`config.mk`:
```
export PLATFORM = sky130hd
export DESIGN_NAME = flow_light_ctrl
export DESIGN_NICKNAME = d
export VERILOG_FILES = /design/src/rtl/flow_light_pkg.sv /design/src/rtl/flow_tick_gen.sv /design/src/rtl/flow_light_ctrl.sv
export SDC_FILE = /design/constraint.sdc
export NUM_CORES = 1
export LEC_CHECK = 0
export CORE_MARGIN = 2
export CORE_UTILIZATION = 55
export DETAILED_ROUTE_END_ITERATION = 7
export PLACE_DENSITY = 0.72
export SYNTH_ARGS = -nofsm -noshare
export SYNTH_HDL_FRONTEND = slang
export SYNTH_SLANG_ARGS = --single-unit
```
`constraint.sdc`:
```
create_clock -name CLK_in -period 4.3 [get_ports CLK_in]
set_clock_uncertainty 0.1 [all_clocks]
set_input_delay 1.29 -clock CLK_in [delete_from_list [all_inputs] [get_ports CLK_in]]
set_output_delay 1.29 -clock CLK_in [all_outputs]
set_load 0.005 [all_outputs]
```
`src/rtl/flow_light_pkg.sv`:
```
// flow_light_pkg: shared types and constants for the running-light sequencer.
// Optional feature macro used by the sequencer top: FLOW_LAP_CNT_EN.
package flow_light_pkg;

    // Sequencer control states.
    typedef enum logic [1:0] {
        IDLE  = 2'd0,
        RUN   = 2'd1,
        PAUSE = 2'd2
    } state_t;

    // Pattern select encodings on the Mode input.
    localparam logic [1:0] MODE_ROT_L  = 2'b00;
    localparam logic [1:0] MODE_ROT_R  = 2'b01;
    localparam logic [1:0] MODE_BOUNCE = 2'b10;
    localparam logic [1:0] MODE_HOLD   = 2'b11;

    // Slowest speed index; 0 is the fastest.
    localparam logic [1:0] SP_MAX = 2'd3;

    // Bounce direction encoding.
    localparam logic DIR_LEFT  = 1'b0;
    localparam logic DIR_RIGHT = 1'b1;

    // Terminal count for a speed index: (sp+1)*n in 32 bits, built from
    // shifts and one add so no general multiplier is needed.
    function automatic logic [31:0] period_max(input logic [1:0] sp,
                                               input logic [31:0] n);
        logic [31:0] result;
        case (sp)
            2'd0:    result = n;
            2'd1:    result = {n[30:0], 1'b0};
            2'd2:    result = {n[30:0], 1'b0} + n;
            2'd3:    result = {n[29:0], 2'b00};
            default: result = n;
        endcase
        return result;
    endfunction

endpackage

```
`src/rtl/flow_tick_gen.sv`:
```
// flow_tick_gen: speed-selectable prescaler. Counts 0..MAX while enabled and
// flags a tick in the cycle where the count has reached or passed MAX, so a
// speed increase mid-count can never overrun the terminal value.
module flow_tick_gen
    import flow_light_pkg::*;
#(
    parameter int N = 12500000
) (
    input  logic       CLK_in,
    input  logic       RST_n,
    input  logic       en,
    input  logic       clr,
    input  logic [1:0] Sp,
    output logic       tick
);

    localparam logic [31:0] N_W = 32'(N);

    logic [31:0] count_r;
    logic [31:0] count_next_s;
    logic [31:0] max_s;
    logic        tick_s;

    // Terminal compare and next counter value.
    always_comb begin
        max_s        = period_max(Sp, N_W);
        tick_s       = 1'b0;
        count_next_s = count_r;
        if (clr) begin
            count_next_s = 32'd0;
        end else if (en) begin
            if (count_r >= max_s) begin
                tick_s       = 1'b1;
                count_next_s = 32'd0;
            end else begin
                count_next_s = count_r + 32'd1;
            end
        end else begin
            count_next_s = count_r;
        end
    end

    // Prescaler counter register.
    always_ff @(posedge CLK_in or negedge RST_n) begin
        if (!RST_n) begin
            count_r <= 32'd0;
        end else begin
            count_r <= count_next_s;
        end
    end

    assign tick = tick_s;

endmodule

```
`src/rtl/flow_light_ctrl.sv`:
```
// flow_light_ctrl: running-light sequencer. Holds the IDLE/RUN/PAUSE FSM,
// the saturating speed register and the one-hot pattern stepper; the
// prescaler lives in flow_tick_gen.
// Optional feature: define FLOW_LAP_CNT_EN to add the Lap counter output.
module flow_light_ctrl
    import flow_light_pkg::*;
#(
    parameter int N     = 12500000,
    parameter int LED_W = 16
) (
    input  logic             CLK_in,
    input  logic             RST_n,
    input  logic             Run,
    input  logic             Clr,
    input  logic [1:0]       Mode,
    input  logic             Sp_up,
    input  logic             Sp_dn,
    output logic [1:0]       Sp,
    output logic             Tick,
    output logic [LED_W-1:0] LED
`ifdef FLOW_LAP_CNT_EN
    ,
    output logic [7:0]       Lap
`endif
);

    localparam logic [LED_W-1:0] LED_BIT0 = {{(LED_W-1){1'b0}}, 1'b1};

    state_t           state_r;
    state_t           state_next_s;
    logic [1:0]       sp_r;
    logic [1:0]       sp_next_s;
    logic [LED_W-1:0] led_r;
    logic [LED_W-1:0] led_next_s;
    logic             dir_r;
    logic             dir_next_s;
    logic             step_dir_s;
    logic [1:0]       mode_r;
    logic [1:0]       mode_next_s;
    logic             tick_r;
    logic             tick_next_s;
    logic             cnt_en_s;
    logic             cnt_clr_s;
    logic             tick_s;
    logic             step_s;

    // Count only while running with Run held; IDLE and Clr park the counter at 0.
    assign cnt_en_s  = (state_r == RUN) && Run;
    assign cnt_clr_s = Clr || (state_r == IDLE);

    flow_tick_gen #(
        .N(N)
    ) u_tick_gen (
        .CLK_in(CLK_in),
        .RST_n (RST_n),
        .en    (cnt_en_s),
        .clr   (cnt_clr_s),
        .Sp    (sp_r),
        .tick  (tick_s)
    );

    // A pattern step happens on a prescaler tick unless Clr overrides it.
    assign step_s = tick_s && !Clr;

    // FSM next-state: Clr wins over everything, Run level moves between states.
    always_comb begin
        state_next_s = state_r;
        if (Clr) begin
            state_next_s = IDLE;
        end else begin
            case (state_r)
                IDLE: begin
                    if (Run) state_next_s = RUN;
                    else     state_next_s = IDLE;
                end
                RUN: begin
                    if (!Run) state_next_s = PAUSE;
                    else      state_next_s = RUN;
                end
                PAUSE: begin
                    if (Run) state_next_s = RUN;
                    else     state_next_s = PAUSE;
                end
                default: state_next_s = IDLE;
            endcase
        end
    end

    // Saturating speed index; simultaneous up and down pulses cancel.
    always_comb begin
        sp_next_s = sp_r;
        if (Sp_up && !Sp_dn) begin
            if (sp_r != 2'd0) sp_next_s = sp_r - 2'd1;
            else              sp_next_s = sp_r;
        end else if (Sp_dn && !Sp_up) begin
            if (sp_r != SP_MAX) sp_next_s = sp_r + 2'd1;
            else                sp_next_s = sp_r;
        end else begin
            sp_next_s = sp_r;
        end
    end

    // Pattern stepper: LED, bounce direction, sampled mode and Tick pulse.
    always_comb begin
        led_next_s  = led_r;
        dir_next_s  = dir_r;
        mode_next_s = mode_r;
        tick_next_s = 1'b0;
        step_dir_s  = dir_r;
        if (Clr) begin
            led_next_s  = '0;
            dir_next_s  = DIR_LEFT;
            mode_next_s = MODE_ROT_L;
        end else if (state_r == IDLE) begin
            mode_next_s = MODE_ROT_L;
            dir_next_s  = DIR_LEFT;
            if (Run) led_next_s = LED_BIT0;
            else     led_next_s = '0;
        end else if (step_s) begin
            tick_next_s = 1'b1;
            mode_next_s = Mode;
            case (Mode)
                MODE_ROT_L: led_next_s = {led_r[LED_W-2:0], led_r[LED_W-1]};
                MODE_ROT_R: led_next_s = {led_r[0], led_r[LED_W-1:1]};
                MODE_BOUNCE: begin
                    // Entering bounce picks its direction from the previous mode.
                    if (mode_r == MODE_BOUNCE)     step_dir_s = dir_r;
                    else if (mode_r == MODE_ROT_R) step_dir_s = DIR_RIGHT;
                    else                           step_dir_s = DIR_LEFT;
                    // Turn around at an endpoint so it is lit only once.
                    if ((step_dir_s == DIR_LEFT) && led_r[LED_W-1])
                        step_dir_s = DIR_RIGHT;
                    else if ((step_dir_s == DIR_RIGHT) && led_r[0])
                        step_dir_s = DIR_LEFT;
                    else
                        step_dir_s = step_dir_s;
                    if (step_dir_s == DIR_LEFT) led_next_s = {led_r[LED_W-2:0], 1'b0};
                    else                        led_next_s = {1'b0, led_r[LED_W-1:1]};
                    dir_next_s = step_dir_s;
                end
                MODE_HOLD: led_next_s = led_r;
                default:   led_next_s = led_r;
            endcase
        end else begin
            led_next_s = led_r;
        end
    end

    // FSM state register.
    always_ff @(posedge CLK_in or negedge RST_n) begin
        if (!RST_n) begin
            state_r <= IDLE;
        end else begin
            state_r <= state_next_s;
        end
    end

    // Speed and pattern registers; all outputs come straight from these.
    always_ff @(posedge CLK_in or negedge RST_n) begin
        if (!RST_n) begin
            sp_r   <= 2'd0;
            led_r  <= '0;
            dir_r  <= DIR_LEFT;
            mode_r <= MODE_ROT_L;
            tick_r <= 1'b0;
        end else begin
            sp_r   <= sp_next_s;
            led_r  <= led_next_s;
            dir_r  <= dir_next_s;
            mode_r <= mode_next_s;
            tick_r <= tick_next_s;
        end
    end

    assign Sp   = sp_r;
    assign Tick = tick_r;
    assign LED  = led_r;

`ifdef FLOW_LAP_CNT_EN
    logic [7:0] lap_r;
    logic [7:0] lap_next_s;

    // A lap completes whenever a step lands the light on bit 0 from elsewhere.
    always_comb begin
        lap_next_s = lap_r;
        if (Clr) begin
            lap_next_s = 8'd0;
        end else if (step_s && (state_r != IDLE) && led_next_s[0] && !led_r[0]) begin
            lap_next_s = lap_r + 8'd1;
        end else begin
            lap_next_s = lap_r;
        end
    end

    // Lap counter register.
    always_ff @(posedge CLK_in or negedge RST_n) begin
        if (!RST_n) begin
            lap_r <= 8'd0;
        end else begin
            lap_r <= lap_next_s;
        end
    end

    assign Lap = lap_r;
`endif

endmodule
```
==> reports/metrics.csv, run 1 <==
stage;metric;value;unit
floorplan;core area;6680;um^2
clocking;CTS tree;yes;
cells_and_area;Final #Nets;454;
route;DRT iter0 DRCs;224;
logic_synthesis;Most used DFF post-synth;dfrtp_1;
sta;setup TNS;0;ps
sta;Achievable Freq;268;MHz
setup_path;crit path max-delay cell type;a2111oi_4;
route;DR WL/cell;17.6;um
logic_synthesis;post-synth top area share;0.374;
floorplan;number of placement rows;30;
logic_synthesis;Cell Area, Synth;3750;um^2
setup_path;Worst setup EP type;flip-flop;
sta;measured slew at the worst slew-check pin;803;ps
route;final WL;8.78;mm
floorplan;Initial Utilization;0.561;
cells_and_area;area grow syn2layout;11.1;%
place;Final GP Congestion;0.901;
cells_and_area;Post-Layout Cell Count;499;
clocking;Worst-path clk slew;110;ps
sta;fin crit share;0.869;
sta;Setup-failing EPs final;0;
sta;Final Critical Period;3740;ps
setup_path;Arr. time, crit path;3850;ps
setup_path;Worst R2R Start;Sp[0];
floorplan;IO Pins;27;
power;leakage power;1.92;nW
sta;unrepaired setup endpoints after global routing;false;
setup_path;reg2reg path depth;9;
logic_synthesis;top cells by count, synth;dfrtp_1 (56), nand2_1 (32), ha_1 (28);
clocking;Root Driver;clkbuf_8;
clocking;# Post-CTS Setup Buffers;0;
place;Port Buf Inserts;26;
setup_path;crit-path leading delay family;compound AO/OA/AOI/OAI gates;
setup_path;most frequent CP cell;ha_1;
setup_path;CP Launch Type;flip-flop;
setup_path;R2R Path End;LED[0];
setup_path;reg2reg setup slack;560;ps
floorplan;Die Ht;86.5;um
grt;maximum number of pins on one net before global-route repair;33;
route;Pre-Repair DR Iteration Count;4;
clocking;worst skew pair latency;320;ps
cells_and_area;share of layout cells above drive strength 1;0.0907;
power;Peak supply drop;0.124;mV
clocking;post-CTS sizing;0;
setup_path;worst path required time;4420;ps
logic_synthesis;Seq cells post-synth;56;
cells_and_area;Inserted Diodes;0;
setup_path;WS Path Type;flip-flop to flip-flop;
grt;initial antenna violation count;0;
place;DP Cell Count;491;
floorplan;die area;7490;um^2
logic_synthesis;Post-synth EDFFs;0;
logic_synthesis;most common cell in the netlist;dfrtp_1;
clocking;# hold bufs at CTS;0;
logic_synthesis;Mapped Cells;398;
logic_synthesis;Synth cell types;61;
grt;first-pass GRT wire length;14.8;mm
logic_synthesis;leading area contributor after synthesis;dfrtp_1;
route;Post-route DRC;0;
logic_synthesis;net count after synthesis;434;
run;MaxCap Viol Count;0;
route;DRT antenna net count;0;
hold_path;number of cells on the worst hold path;1;
sta;Max-Slew Margin vs Limit;0.465;
logic_synthesis;Ys Warns;0;
logic_synthesis;Async SR Flop Fraction;1.00;
logic_synthesis;sequential share of the synthesized area;0.374;
grt;number of global-route vias before repair;2915;
clocking;CTS Buf Count;5;
floorplan;die width;86.5;um
clocking;Max clock buf depth;2;
hold_path;Hold Crit Class;flip-flop to flip-flop;
grt;GRT Overall Usage;0.244;
sta;final hold violations;0;
setup_path;CP max FO;17;
grt;Remaining Overflow, GRT;0;
hold_path;Min-Delay Endpoint;u_tick_gen.count_r[20];
route;Vias/cell;6.48;
power;power per cell area;291;nW/um^2
setup_path;crit path buf inv count;1;
logic_synthesis;Synth Area per Inst;9.41;um^2
clocking;number of H-tree levels;2;
sta;count of pins over their slew limit;0;
route;detailed-route via count;3233;
setup_path;crit-path cells;inv_1 -> ha_1 -> ha_1 -> nand4_1 -> nor4_1 -> o21ai_0 -> a2111oi_4 -> nor2_2 -> o211a_1;
place;Final HPWL DP;6.14;mm
clocking;CTS sink count;56;
setup_path;CP peak stage delay;810;ps
run_status;status;completed;
logic_synthesis;most area-consuming cells after synthesis;dfrtp_1 (37%), ha_1 (9.4%), o211a_1 (4.3%);
hold_path;hold_sp;u_tick_gen.count_r[20];
==> routing by layer <==
metal,part of all wire,wire (um),vias up,global-route usage
met3,0.039,344,5,0.0324
li1,-,-,1552,-
met5,0,0,-,0
met4,0.0055,48,0,0.0355
met1,0.50,4370,1596,0.394
met2,0.46,4010,80,0.357
==> report_power, final <==
part	switching (mW)	leakage [nW]	internal, mW
clock	0.197	0.0511	0.124
sequential	0.0180	0.777	0.538
combinational	0.203	1.10	0.133
total	0.418	1.92	0.795
==> state kept, by name, summed over array words and instances (netlist names) <==
name / count
dir_r: 1
LED: 16
state_r: 2
Sp: 2
u_tick_gen.count_r: 32
mode_r: 2
Tick: 1
==> cell usage in the layout, fill, tap and decap left out, drive strengths merged, types with 3 or more instances in the layout <==
cell type and count:
dfrtp 56, a21oi 18, nand3b 5, or3 19
clkbuf 5, clkdlybuf4s50 25, ha 28, nand2b 3
buf 9, o211a 16, o21ai 5, nor2 18
and3 10, nand4 15, nor4 6, nor3 8
a22o 15, mux2i 8, or4 4, a31oi 18
nand2 32, o211ai 5, inv 26, nand3 24
a21o 3, and2 6
==> final cells by class <==
type | count | area [um^2]
repair buffers | 34 | 315
flip-flops and latches | 56 | 1400
clock inverters | 3 | 28.8
clock buffers | 5 | 68.8
inverters | 23 | 86.3
fillers | 571 | 2520
multi-input cells | 298 | 2160
well taps | 80 | 100
==> worst max-delay path by stage <==
| stage | slack [ps] | cells after the start | start | end |
|---|---|---|---|---|
| CTS | 600 | 9 | Sp[0] | LED[14] |
| floorplan | 1300 | 10 | Sp[0] | LED[10] |
| global placement | 670 | 5 | Run | LED[5] |
| finish | 560 | 9 | Sp[0] | LED[0] |
| global route | 290 | 10 | Sp[0] | LED[6] |
| detailed placement | 630 | 9 | Sp[0] | LED[6] |
==> stage by stage <==
step / worst slack [ps] / instance area, um^2 / utilization / hold WS [ps] / power [mW]
2_1_floorplan: 1300 / 3750 / - / 363 / 0.792
4_1_cts: 604 / 4160 / 0.623 / 402 / 1.22
6_report: 565 / 4160 / 0.623 / 398 / 1.21
5_1_grt: 285 / 4160 / 0.623 / 425 / 1.29
3_5_place_dp: 628 / 4070 / 0.608 / 383 / 0.897
3_3_place_gp: 667 / 4070 / 0.608 / 379 / 0.888
==> cells by family (layout without fill, tap and decap cells) <==
group                    Yosys count  in the layout  synth area share
AND/OR/NAND/NOR                  155            155             0.233
AO/OA/AOI/OAI                    106            106             0.224
flip-flops                        56             56             0.374
buffers and inverters             44             65            0.0521
adder cells (fa/ha/maj)           28             28            0.0935
multiplexers                       8              8            0.0214
XOR/XNOR                           1              1           0.00234
Power figures use the tool's default switching activity.
==> run 2, diff against run 1 <==
--- a/config.mk
+++ b/config.mk
@@ -9,6 +9,7 @@
 export CORE_UTILIZATION = 55
 export DETAILED_ROUTE_END_ITERATION = 7
 export PLACE_DENSITY = 0.72
+export SETUP_SLACK_MARGIN = 0.02
 export SYNTH_ARGS = -nofsm -noshare
 export SYNTH_HDL_FRONTEND = slang
 export SYNTH_SLANG_ARGS = --single-unit
==> results of run 2 <==
No change in the layout: final DEF, timing and power equal those of run 1.
